--- config.mk ---
export PLATFORM = sky130hd
export DESIGN_NAME = alu_ctrl_seq
export DESIGN_NICKNAME = d
export VERILOG_FILES = /design/src/rtl/alu_ctrl_seq.sv
export SDC_FILE = /design/constraint.sdc
export NUM_CORES = 1
export LEC_CHECK = 0
export BUFFER_PORTS_ARGS = -buffer_cell sky130_fd_sc_hd__buf_2
export CAP_MARGIN = 20
export CORE_AREA = 2 2 44 76
export CTS_BUF_LIST = sky130_fd_sc_hd__clkbuf_2 sky130_fd_sc_hd__clkbuf_4 sky130_fd_sc_hd__clkbuf_8
export DETAILED_ROUTE_END_ITERATION = 10
export DIE_AREA = 0 0 46 78
export PLACE_DENSITY_LB_ADDON = 0.3
export SLEW_MARGIN = 20
export SYNTH_ARGS = -nofsm -noshare
export SYNTH_HDL_FRONTEND = slang
export SYNTH_SLANG_ARGS = --single-unit
--- constraint.sdc ---
create_clock -name clk -period 1.74 [get_ports clk]
set_input_delay 0 -clock clk [delete_from_list [all_inputs] [get_ports clk]]
set_output_delay 0 -clock clk [all_outputs]
set_load 0.03 [all_outputs]
--- src/rtl/alu_ctrl_seq.sv ---
// alu_ctrl_seq: handshaked ALU control decoder for the execute stage.
// Decodes {alu_op, funct} into a 3-bit ALU control word. MUL/DIV requests
// occupy the block for MULDIV_CYCLES cycles, strobe the mul/div unit once,
// and only then present their control word. Illegal requests are counted.
module alu_ctrl_seq #(
  parameter int FUNCT_W       = 3,
  parameter int MULDIV_CYCLES = 4,
  parameter int ERR_W         = 8
) (
  input  logic               clk,
  input  logic               reset_n,
  input  logic               in_valid,
  output logic               in_ready,
  input  logic [1:0]         alu_op,
  input  logic [FUNCT_W-1:0] funct,
  output logic               out_valid,
  input  logic               out_ready,
  output logic [2:0]         alu_control,
  output logic               illegal,
  output logic               md_start,
  output logic               busy,
  output logic [ERR_W-1:0]   err_count
);

  typedef enum logic {IDLE = 1'b0, MULTI = 1'b1} state_t;

  localparam logic [7:0] CNT_LOAD = 8'(MULDIV_CYCLES - 1);

  state_t     state;
  state_t     state_next;
  logic [7:0] count;
  logic [2:0] pend_ctrl;
  logic       accept;
  logic [2:0] dec_ctrl;
  logic       dec_illegal;
  logic       dec_multi;

  // Decode result packed as {multi, illegal, control}. Any bit of funct
  // above [2:0] being set makes an R-type or logical request illegal.
  function automatic logic [4:0] decode(input logic [1:0] op,
                                        input logic [FUNCT_W-1:0] fn);
    logic [2:0] f;
    logic       hi_zero;
    logic [4:0] r;
    f       = fn[2:0];
    hi_zero = ((fn >> 3) == '0);
    r       = 5'b01_000;
    case (op)
      2'b00: r = 5'b00_001;
      2'b01: r = 5'b00_010;
      2'b10: begin
        if (hi_zero) begin
          case (f)
            3'b000:  r = 5'b00_001;
            3'b010:  r = 5'b00_010;
            3'b100:  r = 5'b00_011;
            3'b101:  r = 5'b00_100;
            3'b110:  r = 5'b00_101;
            3'b001:  r = 5'b10_110;
            3'b011:  r = 5'b10_111;
            default: r = 5'b01_000;
          endcase
        end
      end
      default: begin
        if (hi_zero) begin
          case (f)
            3'b100:  r = 5'b00_011;
            3'b101:  r = 5'b00_100;
            default: r = 5'b01_000;
          endcase
        end
      end
    endcase
    return r;
  endfunction

  // Saturating increment for the illegal-request counter.
  function automatic logic [ERR_W-1:0] sat_inc(input logic [ERR_W-1:0] v);
    return (v == '1) ? v : v + ERR_W'(1);
  endfunction

  // Decode the request currently on the inputs.
  always_comb begin
    {dec_multi, dec_illegal, dec_ctrl} = decode(alu_op, funct);
  end

  assign accept = in_valid && in_ready;

  // State register.
  always_ff @(posedge clk or negedge reset_n) begin
    if (!reset_n) state <= IDLE;
    else          state <= state_next;
  end

  // Next state: enter MULTI on a mul/div accept, leave when the count expires.
  always_comb begin
    state_next = state;
    case (state)
      IDLE:    if (accept && dec_multi) state_next = MULTI;
      MULTI:   if (count == 8'd0)       state_next = IDLE;
      default: state_next = IDLE;
    endcase
  end

  // State-derived outputs: accept only when idle and the output slot is free.
  always_comb begin
    in_ready = (state == IDLE) && (!out_valid || out_ready);
    busy     = (state == MULTI);
  end

  // Cycle counter, start strobe, output slot and error counter.
  always_ff @(posedge clk or negedge reset_n) begin
    if (!reset_n) begin
      count       <= 8'd0;
      pend_ctrl   <= 3'b000;
      md_start    <= 1'b0;
      out_valid   <= 1'b0;
      alu_control <= 3'b000;
      illegal     <= 1'b0;
      err_count   <= '0;
    end else begin
      md_start <= accept && dec_multi;
      if (accept && dec_multi) begin
        count     <= CNT_LOAD;
        pend_ctrl <= dec_ctrl;
        out_valid <= 1'b0;
      end else if (accept) begin
        out_valid   <= 1'b1;
        alu_control <= dec_ctrl;
        illegal     <= dec_illegal;
        if (dec_illegal) err_count <= sat_inc(err_count);
      end else if (state == MULTI) begin
        if (count == 8'd0) begin
          out_valid   <= 1'b1;
          alu_control <= pend_ctrl;
          illegal     <= 1'b0;
        end else begin
          count <= count - 8'd1;
        end
      end else if (out_valid && out_ready) begin
        out_valid <= 1'b0;
      end
    end
  end

endmodule

After elaboration in Yosys (flattened, before gate mapping)
Cells that the tools add are included.

$add $sub $neg: 2. Equal/unequal tests: 12. Multiplexer cells: 21. Bitwise logic cells: 3. Reduce and logical (&&, ||, !) cells: 17.

Operators by type and width (count): 5-bit case mux with 7 select lines (1); 8-bit 2-to-1 mux (4); 5-bit case mux with 3 select lines (1); 1-bit 2-to-1 mux (10); 3-bit equality test (second input constant) (3); 3-bit 2-to-1 mux (3); 8-bit by 1-bit adder with 8-bit output (second input constant) (1); 8-bit equality test (second input constant) (1); 8-bit zero test (1); 4-bit case mux with 2 select lines (1); 8-bit by 1-bit subtractor with 8-bit output (second input constant) (1); 3-bit by 2-bit equality test with 1-bit output (second input constant) (2); 3-bit AND reduction (2); 2-bit nonzero test (3); 1-bit logical AND (4); 4-bit by 1-bit != test with 1-bit output (second input constant) (1); 4-bit AND reduction (1); 4-bit nonzero test (1); 3-bit by 1-bit equality test with 1-bit output (second input constant) (1); 3-bit zero test (1); 1-bit inverter (3); 2-bit by 1-bit equality test with 1-bit output (second input constant) (1); 2-bit equality test (second input constant) (1); 2-bit zero test (1); 6 further kinds (6).

Flip-flop bits (word level): 26. Bits of input ports: 9. Output and inout bits: 16. Logic and storage cells: 63.

Logic depth before layout (Yosys ltp)
Word-level depth: 7. Gate-level depth with buffers: 7. Depth with buffers taken out: 6.

Least setup slack after synthesis
No wires, ideal clock.

Kind: reg-to-reg. From: reg state (netlist: busy). To: reg err_count[6]. Data arrival time: 1.857 ns. Data required time: 1.612 ns. Setup slack: -0.245 ns. Stages on the path, launching flop included: 7. Path buffers: 2. Cell sequence: dfrtp_1 > buf_6 > nand2b_4 > or3_1 > buf_2 > nor4_2 > mux2_1.

Longest elaborated chain between the ends: 6.

RTL lines: start: declaration (line 29) `state_t state;`; start signal: assignment (line 93) `else state <= state_next;`; 1-bit inverter *; 1-bit logical AND * (line 108) `in_ready = (state == IDLE) && (!out_valid || out_ready);`; 1-bit logical AND * (line 88) `assign accept = in_valid && in_ready;`; 1-bit logical AND (line 124) `if (accept && dec_multi) begin`; 1-bit inverter (no source line); 4-bit AND reduction (no source line) *; end signal: assignment (line 132) `if (dec_illegal) err_count <= sat_inc(err_count);`; end: declaration (line 22) `output logic [ERR_W-1:0] err_count`.

Mark *: on every way between the ends. The rest lies on a longest branch, timed or not. A chain may end at the register's enable or synchronous reset.

Final worst setup path
From: reg count[1]. To: reg alu_control[2].

Longest elaborated chain between the ends: 3.

RTL lines: start: declaration (line 31) `logic [7:0] count;`; start signal: assignment (line 139) `count <= count - 8'd1;`; 8-bit zero test (line 134) `if (count == 8'd0) begin`; 2-bit nonzero test (no source line); 3-bit AND reduction (no source line); end signal: assignment (line 130) `alu_control <= dec_ctrl;`; end signal: assignment (line 136) `alu_control <= pend_ctrl;`; end: declaration (line 18) `output logic [2:0] alu_control,`.

No other way between the ends.

==> impl_metrics.json <==
{
  "status": "complete, no violations",
  "drc": 0,
  "vias": 1260,
  "fillCellCount": 234,
  "hold_viol": 0,
  "hp-class": "primary input to flop",
  "fin_ws_ns": 0.007302,
  "crit_path_start_kind": "flop",
  "synth_edf_count": 0,
  "clock_path_buffers": 2,
  "synthToLayoutAreaGrowth_pct": 32.87,
  "crit_cells": 6,
  "drive_gt1_share_pct": 39.79,
  "worst_ep_arrival_time_ns": 1.91,
  "die_area_um2": 3588,
  "final_area_um2": 1902,
  "required_ns": 1.92,
  "tightestPinTransition_ns": 0.6137,
  "powerDensity_nw_per_um2": 713.7,
  "reg2reg_from": "count[1]",
  "vias_per_cell": 5.753,
  "antenna_cells": 0,
  "wl_per_cell_um": 15.71,
  "cts_buffers": 3,
  "io_buffers": 24,
  "die_w_um": 46,
  "die_y_um": 78,
  "period_share_pct": 99.58,
  "ant_nets": 0,
  "regToRegSetupSlack_ns": 0.007,
  "synth_area_um2": 1431,
  "slew_headroom_pct": 59.09,
  "final.min_clock_period_ns": 1.733,
  "crit_buf_inv": 1,
  "r2r-end": "alu_control[2]",
  "avgSynthCellArea_um2": 9.940,
  "critPathKind": "flop to flop",
  "antenna_found_initial": 0,
  "grt_pass1_vias": 1202,
  "cts_sinks": 26,
  "synth_top_area_cell": "dfrtp_1",
  "ys_seq_area_share_pct": 45.45,
  "syn_inst": 144,
  "hpwl_um": 2462,
  "power_mw": 1.357,
  "crit_fanout": 4,
  "ios": 25,
  "ys_ff_latch": 26,
  "gp_congestion": 0.8309,
  "cts_tree": "built",
  "first_pass_iters": 4,
  "endpoint_kind": "flop",
  "start_util_pct": 48.89,
  "ys_top_cells_by_area": "dfrtp_1 45%, xor2_1 4.3%, nor2_1 3.7%",
  "synth-async-reset-ratio_pct": 100.0,
  "p_leak_nw": 0.9153,
  "clock_skew_ns": 0.01205,
  "grt_first_pass_wirelength_um": 5451,
  "cp_top_family": "simple AND/OR/NAND/NOR gates",
  "ir_drop_v": 0.0005602,
  "cp_slowest_cell": "or3b_4",
  "synth_nets": 156,
  "grt_overflow_total": 0,
  "slew_violations": 0,
  "grtUsageTotal_pct": 20.92,
  "crit_path_start": "count[1]",
  "path_cells": "inv_2 -> ha_2 -> or3b_4 -> nor2_4 -> a22o_4 -> mux2_4",
  "ys_warn_count": 0,
  "core-area_um2": 2928,
  "ys.flop_type": "dfrtp_1",
  "hold_end": "alu_control[1]",
  "place_ws_ns": -0.09679,
  "finalSetupTns_ns": 0,
  "clock_latency_ns": 0.28,
  "finalSetupViolCount": 0,
  "fmax_mhz": 577.1,
  "path_clk_slew_ns": 0.10,
  "r2r_cells": 6,
  "row_count": 26,
  "nNetsFinal": 204,
  "drt-total-wl_um": 3440,
  "drt_iter0_markers": 34,
  "critical-path-max-stage-delay_ns": 0.42,
  "yosysUniqueCellTypes": 49,
  "placed_cell_area_um2": 1732,
  "yosysTopAreaCellShare_pct": 45.45,
  "htreeDepth": 1,
  "grt_max_degree": 27,
  "cap_violations": 0,
  "hold_depth": 3,
  "cts-root-buf": "clkbuf_8",
  "worstHoldStart": "alu_op[1]"
}
report_power, final:
part | total (mW) | switching, mW | internal [mW]
Clock | 0.507 | 0.198 | 0.309
Sequential | 0.651 | 0.0192 | 0.632
Combinational | 0.199 | 0.117 | 0.0825
Total | 1.36 | 0.334 | 1.02
cell type report:
| class | count | area (um^2) | share of cell area (%) |
|---|---|---|---|
| repair buffers | 49 | 316.6 | 16.64 |
| clock inverters | 1 | 30.03 | 1.579 |
| inverters | 7 | 26.28 | 1.382 |
| multi-input cells | 105 | 799.5 | 42.04 |
| well taps | 28 | 35.03 | 1.842 |
| flip-flops and latches | 26 | 653.1 | 34.34 |
| clock buffers | 3 | 41.29 | 2.171 |
Yosys cell counts, types with 2 or more instances:
master and instances:
a21oi_1 7, a31oi_1 3, buf_2 4, dfrtp_1 26
ha_1 3, inv_1 6, mux2_2 4, mux2i_1 3
nand2_1 12, nand2b_1 5, nand3_1 3, nor2_1 14
nor2b_1 3, nor3_1 3, nor4_1 3, o2111ai_1 3
o21ai_0 2, or3_1 3, xor2_1 7
worst max path at each step:
stage / end
after CTS: alu_control[2]
final: alu_control[2]
after floorplan: err_count[6]
after detailed placement: alu_control[2]
after global routing: count[6]
after global placement: alu_control[2]
flip-flops by register name (all words and copies together), names as in the netlist:
signal,count
md_start,1
count,8
busy,1
illegal,1
out_valid,1
err_count,8
pend_ctrl,3
alu_control,3
metal layers:
layer	vias up	share of wire, %	GRT usage (%)
met2	26	58	36.53
met3	5	2.5	2.791
met4	0	2.1	10.00
met1	618	37	23.20
met5	-	0	0
li1	611	-	-
timing repair:
item                                   in CTS  in global routing
gates resized for setup                     3                  9
setup buffers                               0                  4
setup endpoints to repair                  11                  8
pin swaps                                   2                  4
endpoints found under the hold margin      27                  0
hold buffers                                2                  0
cell usage in the layout (no fill, tap or decap), drive strengths merged, types with 2 or more instances in the layout:
cell | synthesis | routed
clkbuf | 1 | 3
inv | 6 | 6
nor2b | 3 | 3
a31oi | 3 | 3
or3 | 4 | 4
o2111ai | 3 | 3
or4 | 2 | 2
dlygate4sd3 | 0 | 2
nor2 | 14 | 14
ha | 3 | 3
mux2i | 3 | 3
nor3 | 4 | 4
nand3 | 3 | 3
nor4 | 4 | 4
dfrtp | 26 | 26
o21ai | 4 | 4
mux2 | 5 | 5
buf | 5 | 47
nand2b | 6 | 6
a21oi | 8 | 8
xor2 | 7 | 7
nand2 | 12 | 12
worst register-to-register path, stage by stage, from the launching register on:
cell	delay [ns]
dfrtp_1	0.40
inv_2	0.07
ha_2	0.16
or3b_4	0.42
nor2_4	0.12
a22o_4	0.16
mux2_4	0.30
stage by stage:
step	cells	util [%]	hold WS, ns
2_1_floorplan	144	-	-0.2956
3_3_place_gp	209	59.15	0.02506
3_5_place_dp	209	59.15	0.04389
4_1_cts	215	62.82	0.1196
5_1_grt	219	64.96	0.1461
6_report	219	64.96	0.1223
logic make-up (layout without fill, tap and decap cells):
| logic type | after synthesis | after routing | share of synthesized area, % |
|---|---|---|---|
| compound gates | 27 | 27 | 13.20 |
| xor+xnor | 8 | 8 | 4.895 |
| fa+ha+maj | 3 | 3 | 2.623 |
| buf+inv | 13 | 60 | 4.283 |
| flops | 26 | 26 | 45.45 |
| mux | 8 | 8 | 6.031 |
| simple gates | 59 | 59 | 23.51 |
No activity file was read; power rests on OpenSTA's default activity.
